File: src/rtl/wb_mtimer.sv
// -----------------------------------------------------------------------------
// wb_mtimer
//   Wishbone classic slave timer. It provides a 64-bit free-running mtime
//   counter, a 64-bit mtimecmp compare register and a level timer interrupt.
//   A read of MTIME_LO loads a snapshot of mtime[63:32] into a shadow register.
//   MTIME_HI reads return that shadow, so a LO-then-HI read pair sees one
//   coherent 64-bit value.
//
//   Optional feature macro: WB_MTIMER_PRESCALER_EN
//     defined   : CTRL[15:8] PRE is stored. An 8-bit down-counter produces
//                 one tick every PRE+1 cycles while EN=1.
//     undefined : every cycle with EN=1 is a tick. CTRL[15:8] reads 0.
//
// Parameters
//   AW        byte address width. The word address is [AW-1:2]. Only bits
//             [4:2] are decoded, so the map aliases across the upper bits.
//
// Ports
//   i_clk     clock
//   i_rst     asynchronous active-high reset (asserts immediately,
//             releases synchronously to i_clk)
//   i_wb_adr  word address [AW-1:2]
//   i_wb_dat  write data
//   i_wb_sel  byte enables
//   i_wb_we   write enable
//   i_wb_cyc  bus cycle
//   i_wb_stb  strobe
//   o_wb_rdt  read data, registered with the response
//   o_wb_ack  transfer acknowledge (mapped offsets), one-cycle pulse
//   o_wb_err  error response (unmapped offsets 0x18/0x1C), one-cycle pulse
//   o_irq     level timer interrupt = IRQ_EN & (mtime >= mtimecmp), registered
//
// Register map (byte offset)
//   0x00 MTIME_LO     rw
//   0x04 MTIME_HI     rw (reads return the shadow)
//   0x08 MTIMECMP_LO  rw
//   0x0C MTIMECMP_HI  rw
//   0x10 CTRL         rw  [0] EN, [1] IRQ_EN, [15:8] PRE
//   0x14 STATUS       ro  [0] PEND
// -----------------------------------------------------------------------------
module wb_mtimer #(
  parameter int AW = 12
) (
  input  logic          i_clk,
  input  logic          i_rst,
  input  logic [AW-3:0] i_wb_adr,
  input  logic [31:0]   i_wb_dat,
  input  logic [3:0]    i_wb_sel,
  input  logic          i_wb_we,
  input  logic          i_wb_cyc,
  input  logic          i_wb_stb,
  output logic [31:0]   o_wb_rdt,
  output logic          o_wb_ack,
  output logic          o_wb_err,
  output logic          o_irq
);

  localparam logic [2:0] OFF_MTIME_LO = 3'd0;
  localparam logic [2:0] OFF_MTIME_HI = 3'd1;
  localparam logic [2:0] OFF_CMP_LO   = 3'd2;
  localparam logic [2:0] OFF_CMP_HI   = 3'd3;
  localparam logic [2:0] OFF_CTRL     = 3'd4;
  localparam logic [2:0] OFF_STATUS   = 3'd5;

  // Replace the bytes of old_v selected by sel_v with the matching bytes of new_v.
  function automatic logic [31:0] merge_bytes(input logic [31:0] old_v,
                                              input logic [31:0] new_v,
                                              input logic [3:0]  sel_v);
    logic [31:0] res;
    res = old_v;
    for (int b = 0; b < 4; b++) begin
      if (sel_v[b]) begin
        res[8*b +: 8] = new_v[8*b +: 8];
      end else begin
        res[8*b +: 8] = old_v[8*b +: 8];
      end
    end
    return res;
  endfunction

  // ---------------------------------------------------------------------------
  // Reset conditioning. Assertion is immediate. Release is retimed to i_clk,
  // so every state register leaves reset on the same edge.
  // ---------------------------------------------------------------------------
  logic [1:0] rst_sync_q;
  logic       rst_s;

  // Two-stage reset release synchroniser.
  always_ff @(posedge i_clk or posedge i_rst) begin
    if (i_rst) begin
      rst_sync_q <= 2'b11;
    end else begin
      rst_sync_q <= {rst_sync_q[0], 1'b0};
    end
  end

  assign rst_s = rst_sync_q[1];

  // ---------------------------------------------------------------------------
  // State
  // ---------------------------------------------------------------------------
  logic [63:0] mtime_q,     mtime_d;
  logic [63:0] mtimecmp_q,  mtimecmp_d;
  logic [31:0] hi_shadow_q, hi_shadow_d;
  logic        en_q,        en_d;
  logic        irq_en_q,    irq_en_d;
  logic        ack_q,       ack_d;
  logic        err_q,       err_d;
  logic [31:0] rdt_q,       rdt_d;
  logic        irq_q,       irq_d;
`ifdef WB_MTIMER_PRESCALER_EN
  logic [7:0]  pre_q,       pre_d;
  logic [7:0]  cnt_q,       cnt_d;
`endif

  // ---------------------------------------------------------------------------
  // Bus decode
  // ---------------------------------------------------------------------------
  logic [2:0]  off_s;
  logic        req_s;
  logic        mapped_s;
  logic        wr_s;
  logic        rd_s;
  logic        mtime_wr_s;
  logic        ctrl_wr_en_s;
  logic        pend_s;
  logic        tick_s;
  logic [31:0] ctrl_rd_s;
  logic [31:0] ctrl_wr_s;
  logic [31:0] rd_mux_s;
  logic        unused_s;

  assign off_s    = i_wb_adr[2:0];
  // Excluding an already-issued response keeps a still-high stb from being
  // answered twice.
  assign req_s    = i_wb_cyc & i_wb_stb & ~ack_q & ~err_q;
  assign mapped_s = (off_s != 3'd6) && (off_s != 3'd7);
  assign wr_s     = req_s & i_wb_we & mapped_s;
  assign rd_s     = req_s & ~i_wb_we;

  assign mtime_wr_s   = wr_s & ((off_s == OFF_MTIME_LO) | (off_s == OFF_MTIME_HI));
  assign ctrl_wr_en_s = wr_s & (off_s == OFF_CTRL);

  assign pend_s = (mtime_q >= mtimecmp_q);

`ifdef WB_MTIMER_PRESCALER_EN
  assign ctrl_rd_s = {16'h0000, pre_q, 6'b000000, irq_en_q, en_q};
  assign tick_s    = en_q & (cnt_q == 8'd0);
`else
  assign ctrl_rd_s = {30'h0000_0000, irq_en_q, en_q};
  assign tick_s    = en_q;
`endif

  assign ctrl_wr_s = merge_bytes(ctrl_rd_s, i_wb_dat, i_wb_sel);

  // Upper address bits alias, and reserved CTRL bits are write-ignored.
`ifdef WB_MTIMER_PRESCALER_EN
  assign unused_s = ^{i_wb_adr[AW-3:3], ctrl_wr_s[31:16], ctrl_wr_s[7:2]};
`else
  assign unused_s = ^{i_wb_adr[AW-3:3], ctrl_wr_s[31:2]};
`endif

  // Read data multiplexer for the addressed register.
  always_comb begin
    rd_mux_s = 32'h0000_0000;
    case (off_s)
      OFF_MTIME_LO: rd_mux_s = mtime_q[31:0];
      OFF_MTIME_HI: rd_mux_s = hi_shadow_q;
      OFF_CMP_LO:   rd_mux_s = mtimecmp_q[31:0];
      OFF_CMP_HI:   rd_mux_s = mtimecmp_q[63:32];
      OFF_CTRL:     rd_mux_s = ctrl_rd_s;
      OFF_STATUS:   rd_mux_s = {31'h0000_0000, pend_s};
      default:      rd_mux_s = 32'h0000_0000;
    endcase
  end

  // mtime next state. A software write replaces this cycle's increment:
  // written bytes take the bus data, all other bits keep the current value.
  always_comb begin
    mtime_d = mtime_q;
    if (mtime_wr_s) begin
      case (off_s)
        OFF_MTIME_LO: mtime_d = {mtime_q[63:32],
                                 merge_bytes(mtime_q[31:0], i_wb_dat, i_wb_sel)};
        OFF_MTIME_HI: mtime_d = {merge_bytes(mtime_q[63:32], i_wb_dat, i_wb_sel),
                                 mtime_q[31:0]};
        default:      mtime_d = mtime_q;
      endcase
    end else if (tick_s) begin
      mtime_d = mtime_q + 64'd1;
    end else begin
      mtime_d = mtime_q;
    end
  end

  // mtimecmp and CTRL next state. STATUS writes are acknowledged and dropped.
  always_comb begin
    mtimecmp_d = mtimecmp_q;
    en_d       = en_q;
    irq_en_d   = irq_en_q;
`ifdef WB_MTIMER_PRESCALER_EN
    pre_d      = pre_q;
`endif
    if (wr_s) begin
      case (off_s)
        OFF_CMP_LO: mtimecmp_d = {mtimecmp_q[63:32],
                                  merge_bytes(mtimecmp_q[31:0], i_wb_dat, i_wb_sel)};
        OFF_CMP_HI: mtimecmp_d = {merge_bytes(mtimecmp_q[63:32], i_wb_dat, i_wb_sel),
                                  mtimecmp_q[31:0]};
        OFF_CTRL: begin
          en_d     = ctrl_wr_s[0];
          irq_en_d = ctrl_wr_s[1];
`ifdef WB_MTIMER_PRESCALER_EN
          pre_d    = ctrl_wr_s[15:8];
`endif
        end
        default: mtimecmp_d = mtimecmp_q;
      endcase
    end else begin
      mtimecmp_d = mtimecmp_q;
    end
  end

`ifdef WB_MTIMER_PRESCALER_EN
  // Prescaler down-counter. A CTRL write reloads it with the new PRE, and it
  // stays parked at PRE while counting is disabled.
  always_comb begin
    cnt_d = cnt_q;
    if (ctrl_wr_en_s) begin
      cnt_d = pre_d;
    end else if (!en_q) begin
      cnt_d = pre_q;
    end else if (cnt_q == 8'd0) begin
      cnt_d = pre_q;
    end else begin
      cnt_d = cnt_q - 8'd1;
    end
  end
`else
  // No prescaler: the CTRL write strobe has no consumer.
  always_comb begin
    if (ctrl_wr_en_s) begin
    end else begin
    end
  end
`endif

  // Bus response, read data, shadow capture and interrupt next state.
  always_comb begin
    ack_d       = req_s & mapped_s;
    err_d       = req_s & ~mapped_s;
    rdt_d       = rdt_q;
    hi_shadow_d = hi_shadow_q;
    irq_d       = irq_en_q & pend_s;
    if (rd_s) begin
      // rd_mux_s is 0 for unmapped offsets, so an err read returns 0.
      rdt_d = rd_mux_s;
      if (off_s == OFF_MTIME_LO) begin
        hi_shadow_d = mtime_q[63:32];
      end else begin
        hi_shadow_d = hi_shadow_q;
      end
    end else begin
      rdt_d       = rdt_q;
      hi_shadow_d = hi_shadow_q;
    end
  end

  // State registers.
  always_ff @(posedge i_clk or posedge rst_s) begin
    if (rst_s) begin
      mtime_q     <= 64'h0000_0000_0000_0000;
      mtimecmp_q  <= 64'hFFFF_FFFF_FFFF_FFFF;
      hi_shadow_q <= 32'h0000_0000;
      en_q        <= 1'b0;
      irq_en_q    <= 1'b0;
      ack_q       <= 1'b0;
      err_q       <= 1'b0;
      rdt_q       <= 32'h0000_0000;
      irq_q       <= 1'b0;
`ifdef WB_MTIMER_PRESCALER_EN
      pre_q       <= 8'h00;
      cnt_q       <= 8'h00;
`endif
    end else begin
      mtime_q     <= mtime_d;
      mtimecmp_q  <= mtimecmp_d;
      hi_shadow_q <= hi_shadow_d;
      en_q        <= en_d;
      irq_en_q    <= irq_en_d;
      ack_q       <= ack_d;
      err_q       <= err_d;
      rdt_q       <= rdt_d;
      irq_q       <= irq_d;
`ifdef WB_MTIMER_PRESCALER_EN
      pre_q       <= pre_d;
      cnt_q       <= cnt_d;
`endif
    end
  end

  assign o_wb_rdt = rdt_q;
  assign o_wb_ack = ack_q;
  assign o_wb_err = err_q;
  assign o_irq    = irq_q;

endmodule

File: config.mk
export PLATFORM = sky130hd
export DESIGN_NAME = wb_mtimer
export DESIGN_NICKNAME = d
export VERILOG_FILES = /design/src/rtl/wb_mtimer.sv
export SDC_FILE = /design/constraint.sdc
export NUM_CORES = 1
export LEC_CHECK = 0
export BUFFER_PORTS_ARGS = -buffer_cell sky130_fd_sc_hd__buf_2
export CORE_MARGIN = 10
export CORE_UTILIZATION = 36
export DETAILED_ROUTE_END_ITERATION = 6
export HOLD_SLACK_MARGIN = 0.06
export SYNTH_ARGS = -nofsm -noshare
export SYNTH_HDL_FRONTEND = slang
export SYNTH_SLANG_ARGS = --single-unit
File: constraint.sdc
create_clock -name i_clk -period 13 [get_ports i_clk]
set_input_delay 2.6 -clock i_clk [delete_from_list [all_inputs] [get_ports i_clk]]
set_output_delay 2.6 -clock i_clk [all_outputs]
set_load 0.03 [all_outputs]
# Word-level counts from Yosys, hierarchy flattened
# Index checks and enable logic that the tools add are counted.
dict set report word_totals {
  mem_bits_rw 0
  mem_bits_ro 0
  output_inout_bits 35
  n_memories 0
  regBits 199
  word_cells 88
  in_bits 51
  latchBits 0
}
dict set report op_classes {
  div_mod_pow 0
  n_lt_le_gt_ge 1
  n_eq_ne 15
  n_bitwise 17
  shifts 0
  n_addsub 1
  n_reduce_logical 21
  multipliers 0
  muxes 9
}
# op n
set op_table {}
lappend op_table {{case mux 64 bit (2 select lines)} 2}
lappend op_table {{case mux 32 bit (6 select lines)} 1}
lappend op_table {{two-way mux 64 bit} 2}
lappend op_table {{adder 64 x 1 -> 64 bit, second input constant} 1}
lappend op_table {{greater-or-equal comparator 64 bit} 1}
lappend op_table {{AND reduction 4 bit} 16}
lappend op_table {{two-way mux 8 bit} 4}
lappend op_table {{inequality test 2 bit, second input constant} 6}
lappend op_table {{bitwise AND 1 bit} 10}
lappend op_table {{equality test 3 x 2 -> 1 bit, second input constant} 2}
lappend op_table {{equality test 3 bit, second input constant} 2}
lappend op_table {{inequality test 3 bit, second input constant} 2}
lappend op_table {{inverter 1 bit} 6}
lappend op_table {{inequality test 2 x 1 -> 1 bit, second input constant} 2}
lappend op_table {{equality test 3 x 1 -> 1 bit, second input constant} 1}
lappend op_table {{logical NOT 3 bit} 1}
lappend op_table {{AND reduction 3 bit} 1}
lappend op_table {{AND reduction 2 bit} 1}
lappend op_table {{nonzero test 2 bit} 1}
lappend op_table {{logical AND 1 bit} 1}
lappend op_table {{OR 1 bit} 1}

# Depth between registers and ports, before layout
dict set report logic_depth {
  depth_word 8
  mapped_depth 10
  mapped_depth_nobuf 9
}

# Least setup slack after synthesis
# No wires, ideal clock.
dict set report synth_timing {
  kind {input port to flip-flop}
  start {in i_wb_cyc}
  end {reg hi_shadow_q[0]}
  required_time_ps 12875
  arrival_time_ps 4183
  path_stages 5
  n_path_buf 1
  setup_slack_ps 8692
  setup_time_ps 125
  cell_sequence {and4bb_2 > nand2b_1 > nor4_1 > clkbuf_1 > mux2_2}
}
dict set report synth_via {
  elab_chain_len 5
}
# item line
set synth_rtl {}
lappend synth_rtl {{from (decl)} 50} ;# input logic i_wb_cyc,
lappend synth_rtl {{bitwise AND 1 bit (3 in a row)} 136} ;# assign req_s = i_wb_cyc & i_wb_stb & ~ack_q & ~err_q;
lappend synth_rtl {{bitwise AND 1 bit} 139} ;# assign rd_s = req_s & ~i_wb_we;
lappend synth_rtl {{AND reduction 2 bit (no source line)} -}
lappend synth_rtl {{to (signal assigned)} 288} ;# hi_shadow_q <= hi_shadow_d;
lappend synth_rtl {{to (decl)} 104} ;# logic [31:0] hi_shadow_q, hi_shadow_d;
# Every way passes these cells.
# A chain may end at the register's enable or synchronous reset.

# Worst setup path after layout
dict set report layout_timing {
  start {in i_wb_adr[1]}
  end {reg mtime_q[41]}
}
dict set report layout_via {
  elab_chain_len 6
  elab_cells_between_ends 14
  classes_between {eq/ne: 6; mux: 1; bitwise: 3; reduce/logical: 4}
}
# item line
set layout_rtl {}
lappend layout_rtl {{from (decl)} 46} ;# input logic [AW-3:0] i_wb_adr,
lappend layout_rtl {{inequality test 3 bit} 137} ;# assign mapped_s = (off_s != 3'd6) && (off_s != 3'd7);
lappend layout_rtl {{logical AND 1 bit} 137}
lappend layout_rtl {{bitwise AND 1 bit} 138} ;# assign wr_s = req_s & i_wb_we & mapped_s;
lappend layout_rtl {{bitwise AND 1 bit} 141} ;# assign mtime_wr_s = wr_s & ((off_s == OFF_MTIME_LO) | (off_s == OFF_MTIME_HI));
lappend layout_rtl {{inequality test 2 bit (no source line), or another cell as far along} -}
lappend layout_rtl {{AND reduction 4 bit (no source line)} -}
lappend layout_rtl {{to (signal assigned)} 286} ;# mtime_q <= mtime_d;
lappend layout_rtl {{to (decl)} 102} ;# logic [63:0] mtime_q, mtime_d;
# Parallel ways exist; a longest one is shown, timed or not.

==> metrics.yaml <==
status: "completed"
cp.required_ns: 13.33
grt_pass1_vias: 9684
core-area_um2: 31800
die_area_um2: 40000
hold_class: "reg -> async"
finalSetupTns_ns: 0
ctsLongestPathBuffers: 2
clockRootBuffer: "clkbuf_16"
nNetsFinal: 1416
dr_total_vias: 10000
p_total_mw: 1.58
final_area_um2: 13100
critical_path.startpoint: "i_wb_adr[1]"
drv_slew: 0
holdBufCountCts: 0
power_leakage_nw: 5.35
async_flop_share: 1.00
via_per_inst: 5.74
num_rows: 65
cts-htree-levels: 4
post_drt_wl_per_cell_um: 20.7
postPlaceCellArea_um2: 12500
cts_num_sinks: 199
cp-start-kind: "input pin"
synth_nets: 1366
clock_latency_ns: 0.46
synth_seq_area_share: 0.434
gp_congestion: 0.881
synth_flop_cell: "dfrtp_1"
cts_tree: "done"
yosys_warnings: 0
start_util: 0.367
place.port_buffers: 78
postCtsResizedCells: 0
path_clk_slew_ns: 0.08
rsz0062_at_grt: "false"
worst-path-max-fanout: 34
antenna_left: 0
synthDistinctLibCells: 65
end_kind: "flop"
synth_seq_cells: 199
finalSetupViolCount: 0
netlist_area_um2: 11700
power_density_nw_per_um2: 121
syn_to_final_growth_pct: 12.3
fin_crit_ns: 4.94
fin_worst_skew_ns: 0.0179
drt-total-wl_mm: 36.3
fill_cells: 3143
cts_buffers: 17
avgSynthCellArea_um2: 9.34
hold_viol: 0
drive_gt1_frac: 0.238
synth_edf_count: 0
worstRegToRegCells: 8
cts_setup_buffers: 0
clock.fmax_mhz: 203
dpl.hpwl_mm: 25.1
endpoint: "mtime_q[41]"
die_w_um: 200
grt_pass1_wl_mm: 57.2
grt_usage: 0.178
firstDrtPassIters: 5
max-cap-violations: 0
period_share: 0.380
critPathKind: "in -> reg"
peakVddDrop_mv: 0.0949
syn_inst: 1250
r2r-start: "mtime_q[1]"
worst_pin_slew_ns: 1.10
cp.arrival_ns: 5.27
grt_max_degree: 85
io_pins: 86
drc: 0
slew_headroom: 0.265
die_y_um: 200
overflow: 0
reg2reg_slack_ns: 9.94
initialDrtViolationCount: 996
r2r_end: "mtime_q[62]"
antenna_found_initial: 2
==> how the worst min path moves through the flow <==
| stage | start | endpoint | slack (ns) | cells past startpoint |
|---|---|---|---|---|
| global placement | rst_sync_q[0] | rst_sync_q[1] | 0.35 | 0 |
| finish | rst_sync_q[1] | o_wb_rdt[10] | 0.32 | 1 |
| CTS | rst_sync_q[0] | rst_sync_q[1] | 0.36 | 0 |
| floorplan | rst_sync_q[0] | rst_sync_q[1] | 0.35 | 0 |
| detailed placement | rst_sync_q[0] | rst_sync_q[1] | 0.35 | 0 |
| global route | rst_sync_q[0] | rst_sync_q[1] | 0.37 | 0 |
==> report_power, final <==
group          internal (mW)  leakage (nW)  switching, mW  total [mW]
Combinational          0.109          2.65          0.178       0.287
Sequential             0.691          2.42         0.0559       0.747
Clock                  0.274         0.292          0.276       0.549
==> cells by family (layout without fill, tap and decap cells) <==
logic type,count (synthesis),count (layout),synth area share
adders and majority gates,65,65,0.0696
DFF,199,199,0.434
buffers and inverters,152,215,0.0497
AOI/OAI and AO/OA,382,382,0.196
muxes,96,96,0.0924
and+or+nand+nor,355,355,0.159
other,1,2,0.000321
==> stage by stage <==
stage,utilization,instances,setup slack (ns),hold WS (ns)
3_5_place_dp,0.394,1716,7.62,0.348
3_3_place_gp,0.394,1716,7.65,0.347
5_1_grt,0.412,1748,7.81,0.371
2_1_floorplan,-,1250,7.41,0.345
4_1_cts,0.412,1748,8.10,0.360
6_report,0.412,1749,8.06,0.321
==> cell usage after synthesis, drive strengths merged (10+ instances only) <==
master    n  area share
a221oi   32       0.024
ha       65       0.070
buf      10      0.0041
nor4     10      0.0072
nand2   137       0.044
nor2     54       0.018
dfrtp   133        0.29
nor3     28       0.016
and3     17      0.0091
a31oi    15      0.0080
inv      89       0.029
clkbuf   53       0.017
a21oi    79       0.034
dfstp    66        0.15
o21ai   177       0.076
a32oi    13      0.0098
nand4    27       0.017
mux2     94       0.091
a22oi    11      0.0071
o22ai    11      0.0059
and4     11      0.0083
nand3    38       0.018
==> registers in the layout, summed over array words and instances, names as in the netlist <==
name         cells
mtime_q         64
en_q             1
mtimecmp_q      64
irq_en_q         1
o_wb_ack         1
o_wb_rdt        32
rst_sync_q       2
o_irq            1
hi_shadow_q     32
o_wb_err         1
==> layout by cell type (no fill, tap or decap), types with 5 or more instances in the layout <==
cell	n
dfstp_2	66
nor4_1	7
a21o_1	9
a22oi_1	11
and4_1	11
buf_4	16
a221oi_1	32
nand3_1	34
mux2_2	93
and3_1	16
nand2_1	137
o22ai_1	11
o31a_1	7
nand4_1	24
nor3_2	6
o211ai_1	5
nor3_1	20
buf_2	78
o21ai_1	8
o21ai_0	169
a32oi_1	13
clkbuf_16	17
and2_1	7
ha_1	65
a31oi_1	15
a21oi_1	79
dfrtp_1	133
inv_1	88
nor2_1	53
==> worst max-delay path, stage by stage <==
cell and delay, ns:
buf_2 0.18, nor3_2 0.19, buf_4 0.40, and3_1 0.22, buf_4 0.41, o21ba_2 0.26
o21ai_1 0.52, o21ai_0 0.21, a211o_1 0.26
==> area by class of cell <==
cell class | instances | area [µm²] | share of cell area
repair buffers | 94 | 510 | 0.0389
multi-input cells | 899 | 6060 | 0.462
clock inverters | 15 | 165 | 0.0126
clock buffers | 17 | 425 | 0.0325
diodes | 1 | 2.50 | 0.000191
well taps | 435 | 544 | 0.0415
inverters | 89 | 342 | 0.0261
flip-flops and latches | 199 | 5060 | 0.386
==> routing by layer <==
layer  vias to the layer above  GRT usage  share of wire
met3                        47     0.0426          0.082
met4                         2     0.0523          0.019
met2                       388      0.263           0.44
met5                         -          0        0.00036
li1                       4669          -              -
met1                      4930      0.251           0.46
No activity file was read; power rests on OpenSTA's default activity.
